`src/rtl/alu_result_collector_pkg.sv`:
```
// Shared definitions for the ALU result collector: sel encodings, data width
// and the layout of a buffered entry {sel, result, c, z, n}.
package alu_result_collector_pkg;

    typedef enum logic [1:0] {
        ALU_ADD = 2'd0,
        ALU_SUB = 2'd1,
        ALU_AND = 2'd2,
        ALU_OR  = 2'd3
    } alu_sel_e;

    localparam int ALU_W  = 16;
    localparam int SEL_W  = 2;
    localparam int FLAG_W = 3;   // c, z, n
    localparam int DROP_W = 8;

    function automatic int entry_w(input int w);
        return w + SEL_W + FLAG_W;
    endfunction

endpackage

```
`src/rtl/alu_fifo_mem.sv`:
```
// DEPTH x EW register array: one synchronous write port, one asynchronous read port.
module alu_fifo_mem #(
    parameter int DEPTH = 4,
    parameter int EW    = 21
) (
    input  logic                     clk,
    input  logic                     we,
    input  logic [$clog2(DEPTH)-1:0] waddr,
    input  logic [EW-1:0]            wdata,
    input  logic [$clog2(DEPTH)-1:0] raddr,
    output logic [EW-1:0]            rdata
);

    logic [EW-1:0] mem [DEPTH];

    always_ff @(posedge clk) begin
        if (we) mem[waddr] <= wdata;
    end

    assign rdata = mem[raddr];

endmodule

```
`src/rtl/alu_result_collector.sv`:
```
// Captures ALU results with derived z/n flags into a first-word fall-through
// FIFO, drained by a valid/ready consumer; counts pushes refused while full.
module alu_result_collector
    import alu_result_collector_pkg::*;
#(
    parameter int DEPTH = 4,
    parameter int W     = ALU_W
) (
    input  logic                     clk,
    input  logic                     rst_n,
    input  logic                     in_valid,
    output logic                     in_ready,
    input  logic [SEL_W-1:0]         in_sel,
    input  logic [W-1:0]             in_result,
    input  logic                     in_c,
    output logic                     out_valid,
    input  logic                     out_ready,
    output logic [SEL_W-1:0]         out_sel,
    output logic [W-1:0]             out_result,
    output logic                     out_c,
    output logic                     out_z,
    output logic                     out_n,
    output logic [$clog2(DEPTH):0]   count,
    output logic                     ovf,
    output logic [DROP_W-1:0]        drop_cnt,
    input  logic                     clr
);

    localparam int AW = $clog2(DEPTH);
    localparam int CW = AW + 1;
    localparam int EW = entry_w(W);
    localparam logic [CW-1:0]     FULL     = CW'(DEPTH);
    localparam logic [DROP_W-1:0] DROP_MAX = '1;

    logic [AW-1:0] wr_ptr, rd_ptr;
    logic [EW-1:0] wr_data, rd_data, hold_q, head;
    logic          push, pop, drop;

    assign in_ready  = (count < FULL);
    assign out_valid = (count != '0);
    assign push      = in_valid && in_ready;
    assign pop       = out_valid && out_ready;
    assign drop      = in_valid && !in_ready;

    assign wr_data = {in_sel, in_result, in_c, (in_result == '0), in_result[W-1]};

    alu_fifo_mem #(.DEPTH(DEPTH), .EW(EW)) u_mem (
        .clk   (clk),
        .we    (push),
        .waddr (wr_ptr),
        .wdata (wr_data),
        .raddr (rd_ptr),
        .rdata (rd_data)
    );

    always_ff @(posedge clk or negedge rst_n) begin
        if (!rst_n) begin
            wr_ptr <= '0;
            rd_ptr <= '0;
            count  <= '0;
            hold_q <= '0;
        end else begin
            if (push) wr_ptr <= wr_ptr + AW'(1);
            if (pop) begin
                rd_ptr <= rd_ptr + AW'(1);
                hold_q <= rd_data;
            end
            if (push && !pop)      count <= count + CW'(1);
            else if (pop && !push) count <= count - CW'(1);
        end
    end

    // A drop in the same cycle as clr restarts the tally at one.
    always_ff @(posedge clk or negedge rst_n) begin
        if (!rst_n) begin
            ovf      <= 1'b0;
            drop_cnt <= '0;
        end else if (drop) begin
            ovf      <= 1'b1;
            drop_cnt <= clr ? DROP_W'(1)
                      : (drop_cnt == DROP_MAX) ? DROP_MAX : drop_cnt + DROP_W'(1);
        end else if (clr) begin
            ovf      <= 1'b0;
            drop_cnt <= '0;
        end
    end

    // Head storage drives the outputs directly; once empty, the last popped
    // entry is presented instead so the data never goes unknown.
    assign head = out_valid ? rd_data : hold_q;
    assign {out_sel, out_result, out_c, out_z, out_n} = head;

endmodule

```
`config.mk`:
```
export PLATFORM = sky130hd
export DESIGN_NAME = alu_result_collector
export DESIGN_NICKNAME = d
export VERILOG_FILES = /design/src/rtl/alu_result_collector_pkg.sv /design/src/rtl/alu_fifo_mem.sv /design/src/rtl/alu_result_collector.sv
export SDC_FILE = /design/constraint.sdc
export NUM_CORES = 1
export LEC_CHECK = 0
export BUFFER_PORTS_ARGS = -buffer_cell sky130_fd_sc_hd__buf_2
export CAP_MARGIN = 10
export CORE_MARGIN = 2
export CORE_UTILIZATION = 60
export DETAILED_ROUTE_END_ITERATION = 10
export HOLD_SLACK_MARGIN = 0.03
export PLACE_DENSITY = 0.94
export SETUP_SLACK_MARGIN = 0.2
export SLEW_MARGIN = 40
export SYNTH_ARGS = -nofsm -noshare
export SYNTH_HDL_FRONTEND = slang
export SYNTH_HIERARCHICAL = 1
export SYNTH_SLANG_ARGS = --single-unit
```
`constraint.sdc`:
```
create_clock -name clk -period 5.7 [get_ports clk]
set_input_delay 0.285 -clock clk [delete_from_list [all_inputs] [get_ports clk]]
set_output_delay 0.285 -clock clk [all_outputs]
set_load 0.03 [all_outputs]
```
# Word level (Yosys, flattened, before mapping)
# Memory sizes are Yosys's and may differ from the RTL's.
# Index checks and enable logic that the tools add are counted.
[word_totals] reg_bits=37 mem_bits_rw=84 in_bits=24 output_inout_bits=35 wordCells=37 memories=1
[classes] n_addsub=5 order_cmp=1 n_eq_ne=1 n_mux=11 reduce_logical=12
[mem_list] name="u_mem.mem" depth=4 word_bits=21 rd=1 rd_clocked_by_memory_dff=0 wr=1 line_no="alu_fifo_mem.sv:14" text="logic [EW-1:0] mem [DEPTH];"
[op_table] operator="8-bit two-way mux" n=4
[op_table] operator="21-bit two-way mux" n=1
[op_table] operator="16-bit logical NOT" n=1
[op_table] operator="8-bit by 1-bit adder with 8-bit output (second input constant)" n=1
[op_table] operator="8-bit equality test (second input constant)" n=1
[op_table] operator="3-bit two-way mux" n=2
[op_table] operator="1-bit logical AND" n=5
[op_table] operator="2-bit by 1-bit adder with 2-bit output (second input constant)" n=2
[op_table] operator="1-bit two-way mux" n=4
[op_table] operator="2-bit nonzero test" n=2
[op_table] operator="3-bit by 1-bit adder with 3-bit output (second input constant)" n=1
[op_table] operator="1-bit logical NOT" n=3
[op_table] operator="3-bit less-than comparator (second input constant)" n=1
[op_table] operator="3-bit nonzero test" n=1
[op_table] operator="3-bit by 1-bit subtractor with 3-bit output (second input constant)" n=1

# Logic depth before layout (Yosys ltp)
[logic_depth] word_depth=6 depth_mapped=10 depth_no_buf=9

# Cells and area by module
# The synthesis kept the hierarchy.
[modules_own_cells] module="alu_fifo_mem" instances=1 cells_per_inst=113 area_each_um2=3062.9 seq_area_each_um2=2522.4
[modules_own_cells] module="alu_result_collector" instances=1 cells_per_inst=146 area_each_um2=1969.4 seq_area_each_um2=925.9

# Worst setup path after synthesis
# No wires, ideal clock.
[synth_timing] kind="register -> register" from="register count[2]" to="memory u_mem.mem[0][0], enable pin" setup_ns=0.430 arrival_time_ns=2.549 required_time_ns=5.270 path_slack_ns=2.721 stages_incl_launch_ff=3 path_buffers=0 synth_period_minus_slack_ns=2.979 cell_sequence="dfrtp_1 > nor2b_1 > nor3b_1"
[synth_between] elab_chain_cells=4
[synth_lines] item="start: declaration" line_no="alu_result_collector.sv:23" text="output logic [$clog2(DEPTH):0] count,"
[synth_lines] item="start signal: assignment" line_no="alu_result_collector.sv:68" text="if (push && !pop) count <= count + CW'(1);"
[synth_lines] item="start signal: assignment" line_no="alu_result_collector.sv:69" text="else if (pop && !push) count <= count - CW'(1);"
[synth_lines] item="3-bit less-than comparator" line_no="alu_result_collector.sv:39" text="assign in_ready = (count < FULL);"
[synth_lines] item="1-bit logical AND" line_no="alu_result_collector.sv:41" text="assign push = in_valid && in_ready;"
[synth_lines] item="net push" line_no="alu_result_collector.sv:37" text="logic push, pop, drop;"
[synth_lines] item="1-bit two-way mux" line_no="alu_fifo_mem.sv:17" text="if (we) mem[waddr] <= wdata;"
[synth_lines] item="1-bit two-way mux (implied by the code)" line_no="alu_fifo_mem.sv:17"
[synth_lines] item="end: declaration" line_no="alu_fifo_mem.sv:14"
# The timed path passes the listed nets, and every way through them passes these cells.

# Final worst setup path
[layout_timing] from="register count[2]" to="register count[2]"
[layout_between] elab_chain_cells=5 elab_cells_between_ends=13 classes_between="add/sub (2); order compare (1); mux (2); reduce/logical (8)"
[layout_lines] item="3-bit less-than comparator or 3-bit nonzero test (tied branches)" line_no="alu_result_collector.sv:39, alu_result_collector.sv:40"
[layout_lines] item="1-bit logical AND, on equally long branches" line_no="alu_result_collector.sv:41, alu_result_collector.sv:42"
[layout_lines] item="1-bit logical NOT, on equally long branches" line_no="alu_result_collector.sv:69, alu_result_collector.sv:68"
[layout_lines] item="1-bit logical AND, on equally long branches" line_no="alu_result_collector.sv:69, alu_result_collector.sv:68"
[layout_lines] item="2-bit nonzero test (no source line) or 3-bit two-way mux (tied branches)"
# Parallel ways exist; a longest one is shown, timed or not. The select of a mux whose other input is x is not followed.
# A chain may end at the register's enable or synchronous reset.

==> reports/metrics.csv <==
metric,value,unit
cp-start-kind,register,
clkTransAtPathRegs,60,ps
dieArea,0.00914,mm²
synth_top_cell_area_share,50.1,%
reg2reg_from,count[2],
min_from,in_result[15],
max_stage_delay,600,ps
crit_type,register to register,
async_reset_ff_share,30.6,%
p_clk_share,27.3,%
hold_viol_final,0,
cts-hold-fix-buffers,20,
finClkSkew,4.63,ps
fp.dieH,95.6,µm
rsz0062_at_grt,false,
fin_crit_sh,49.5,%
root_buffer,clkbuf_8,
cts_resized,0,
powerDensity,575,mW/mm²
ir_drop,0.000482,V
drv_slew,0,
crit_fanout,23,
start_util,61.6,%
dp_cells,416,
place.gp.congestion,0.808,
synth_area_per_cell,19.4,µm²
cp-end-kind,register,
io-pin-count,59,
min_path_type,primary input to register,
fin_crit,2820,ps
fillerInstances,449,
wl_per_cell,22.3,µm
via_count,2804,
grt_pass1_vias,2961,
crit_chain,nor3_4 > buf_6 > inv_4 > nand2_8 > ha_1 > inv_1 > fa_1 > xor2_1 > nor2_1 > xnor2_1,
syn_inst,259,
synth.distinct_cells,37,
stdcell_count,468,
cts_made_buffers,17,
fin_nets,377,
setup_viol,0,
power.internal,0.00229,W
worstSetupStartpoint,count[2],
holdPathEnd,u_mem/mem[2][18],
wl,10.4,mm
track_usage,25.4,%
hold-path-cell-count,1,
rr_worst_depth,10,
power_switching_share,35.4,%
hold_slack,89.9,ps
clock.fmax,0.354,GHz
p_leak,2.35,nW
cp.required,6140,ps
grt_max_degree,24,
register_area,0.00345,mm²
grt-ovfl-total,0,
synthFlopType,edfxtp_1,
antenna_found_initial,0,
clock_latency,520,ps
ys_top_cells_by_area,"edfxtp_1, dfrtp_1, mux4_2",
htreeDepth,4,
route.detailed.drc,0,
finalSetupTns,0,ps
port_buffers,58,
slew_headroom,57.5,%
grt_first_pass_wirelength,16.1,mm
max_cap_viol_count,0,
worst_slew_pin_slew,636,ps
seqPwrFrac,36.6,%
dp_hpwl,5.62,mm
areaGrowthSynthToFinish,22.5,%
synth_fp_nets,286,
core,0.00818,mm²
diodes,0,
clock_path_buffers,2,
cts_tree,done,
cts_setup_buffers,0,
crit_slowest_cell,nor3_4,
final_core_util,75.4,%
combPwrFrac,36.0,%
netSwitchingPower,0.00125,W
timing.rr.end,count[2],
synth-edff-count,84,
via_per_inst,5.99,
cp.arrival,3260,ps
drtAntennaViolNets,0,
firstDrtPassIters,4,
status,finished clean,
synth_warnings,6,
syn_area,0.00503,mm²
multi_input_area,0.00148,mm²
clock_sinks,121,
ys_seq_elements,121,
die_w,95.6,µm
rows,33,
drive_above_1_share,44.9,%
yosysSeqAreaShare,68.5,%
synth_area_leader_cell,edfxtp_1,
drtIter0Drc,163,
worst-r2r-setup-slack,2880,ps
[logic make-up after synthesis]
kind of cell               synth area share, %
and+or+nand+nor                           4.48
xor gates and xnor gates                  1.22
DFF                                       68.5
AOI/OAI and AO/OA                         2.19
buffers and inverters                     2.26
adders and majority gates                0.895
muxes                                     20.4
[cell type report]
class	count	share of cell area, %
clock inverters	15	2.05
multi-input cells	124	24.0
inverters	4	0.284
repair buffers	82	8.83
flip-flops and latches	121	56.0
clock buffers	17	6.72
well taps	105	2.13
[state kept, by name, indices dropped and copies added (netlist names)]
name / flops
wr_ptr: 2
hold_q: 21
u_mem/mem: 84
drop_cnt: 8
count: 3
ovf: 1
rd_ptr: 2
[worst max path at each step]
stage	to	slack, ps	cells past startpoint
after floorplan	u_mem/mem[0][0]	2720	2
after global placement	count[2]	2870	9
after detailed placement	count[2]	2930	10
after CTS	count[2]	2870	10
after global routing	count[2]	2750	10
final	count[2]	2880	10
[Yosys cell counts, drive strengths merged, types with 3 or more instances]
master	instances
a211oi	3
nor2b	3
dfrtp	37
nor3	5
a21oi	6
xnor2	5
buf	9
inv	4
and4	3
edfxtp	84
a311oi	3
nor2	4
mux4	21
and3	3
nand2	4
nor4	4
mux2	43
[placed cells by master (no fill, tap or decap), types with 4 or more instances in the layout]
| master | n |
|---|---|
| nor2_1 | 4 |
| dlygate4sd3_1 | 20 |
| clkinvlp_4 | 4 |
| xnor2_1 | 5 |
| nor3_1 | 4 |
| nor4_1 | 4 |
| buf_2 | 58 |
| a21oi_1 | 6 |
| mux4_2 | 20 |
| mux2_2 | 25 |
| dfrtp_1 | 36 |
| edfxtp_1 | 84 |
| mux2_4 | 18 |
| clkbuf_16 | 16 |
[through the flow]
stage | instance area (µm²) | setup WS (ps) | power (W)
after detailed placement | 5420 | 2930 | 0.00256
final | 6160 | 2880 | 0.00354
after floorplan | 5030 | 2720 | 0.00226
after CTS | 6160 | 2870 | 0.00356
after global placement | 5380 | 2870 | 0.00250
after global routing | 6160 | 2750 | 0.00370
[layer usage]
metal  up-vias  GRT usage, %  part of all wire (%)
li1       1231             -                     -
met1      1456          30.1                    38
met2       106          43.8                    55
met3        11          7.75                   6.2
met4         0          9.29                   1.0
met5         -             0                     0
[critical path: cells and delay by family, from the launching register on]
| family | cells | cell delay (ps) |
|---|---|---|
| AND/OR/NAND/NOR | 3 | 940 |
| adder cells (fa/ha/maj) | 2 | 630 |
| flip-flops | 1 | 470 |
| buffers and inverters | 3 | 400 |
| XOR/XNOR | 2 | 290 |
[power by group through the flow]
stage               sequential, W  clock [W]  combinational, W
finish                    0.00130   0.000969           0.00128
global route              0.00132    0.00102           0.00136
CTS                       0.00129   0.000979           0.00129
detailed placement        0.00130          0           0.00126
global placement          0.00128          0           0.00122
floorplan                 0.00128          0          0.000975
No activity file was read; power rests on OpenSTA's default activity.
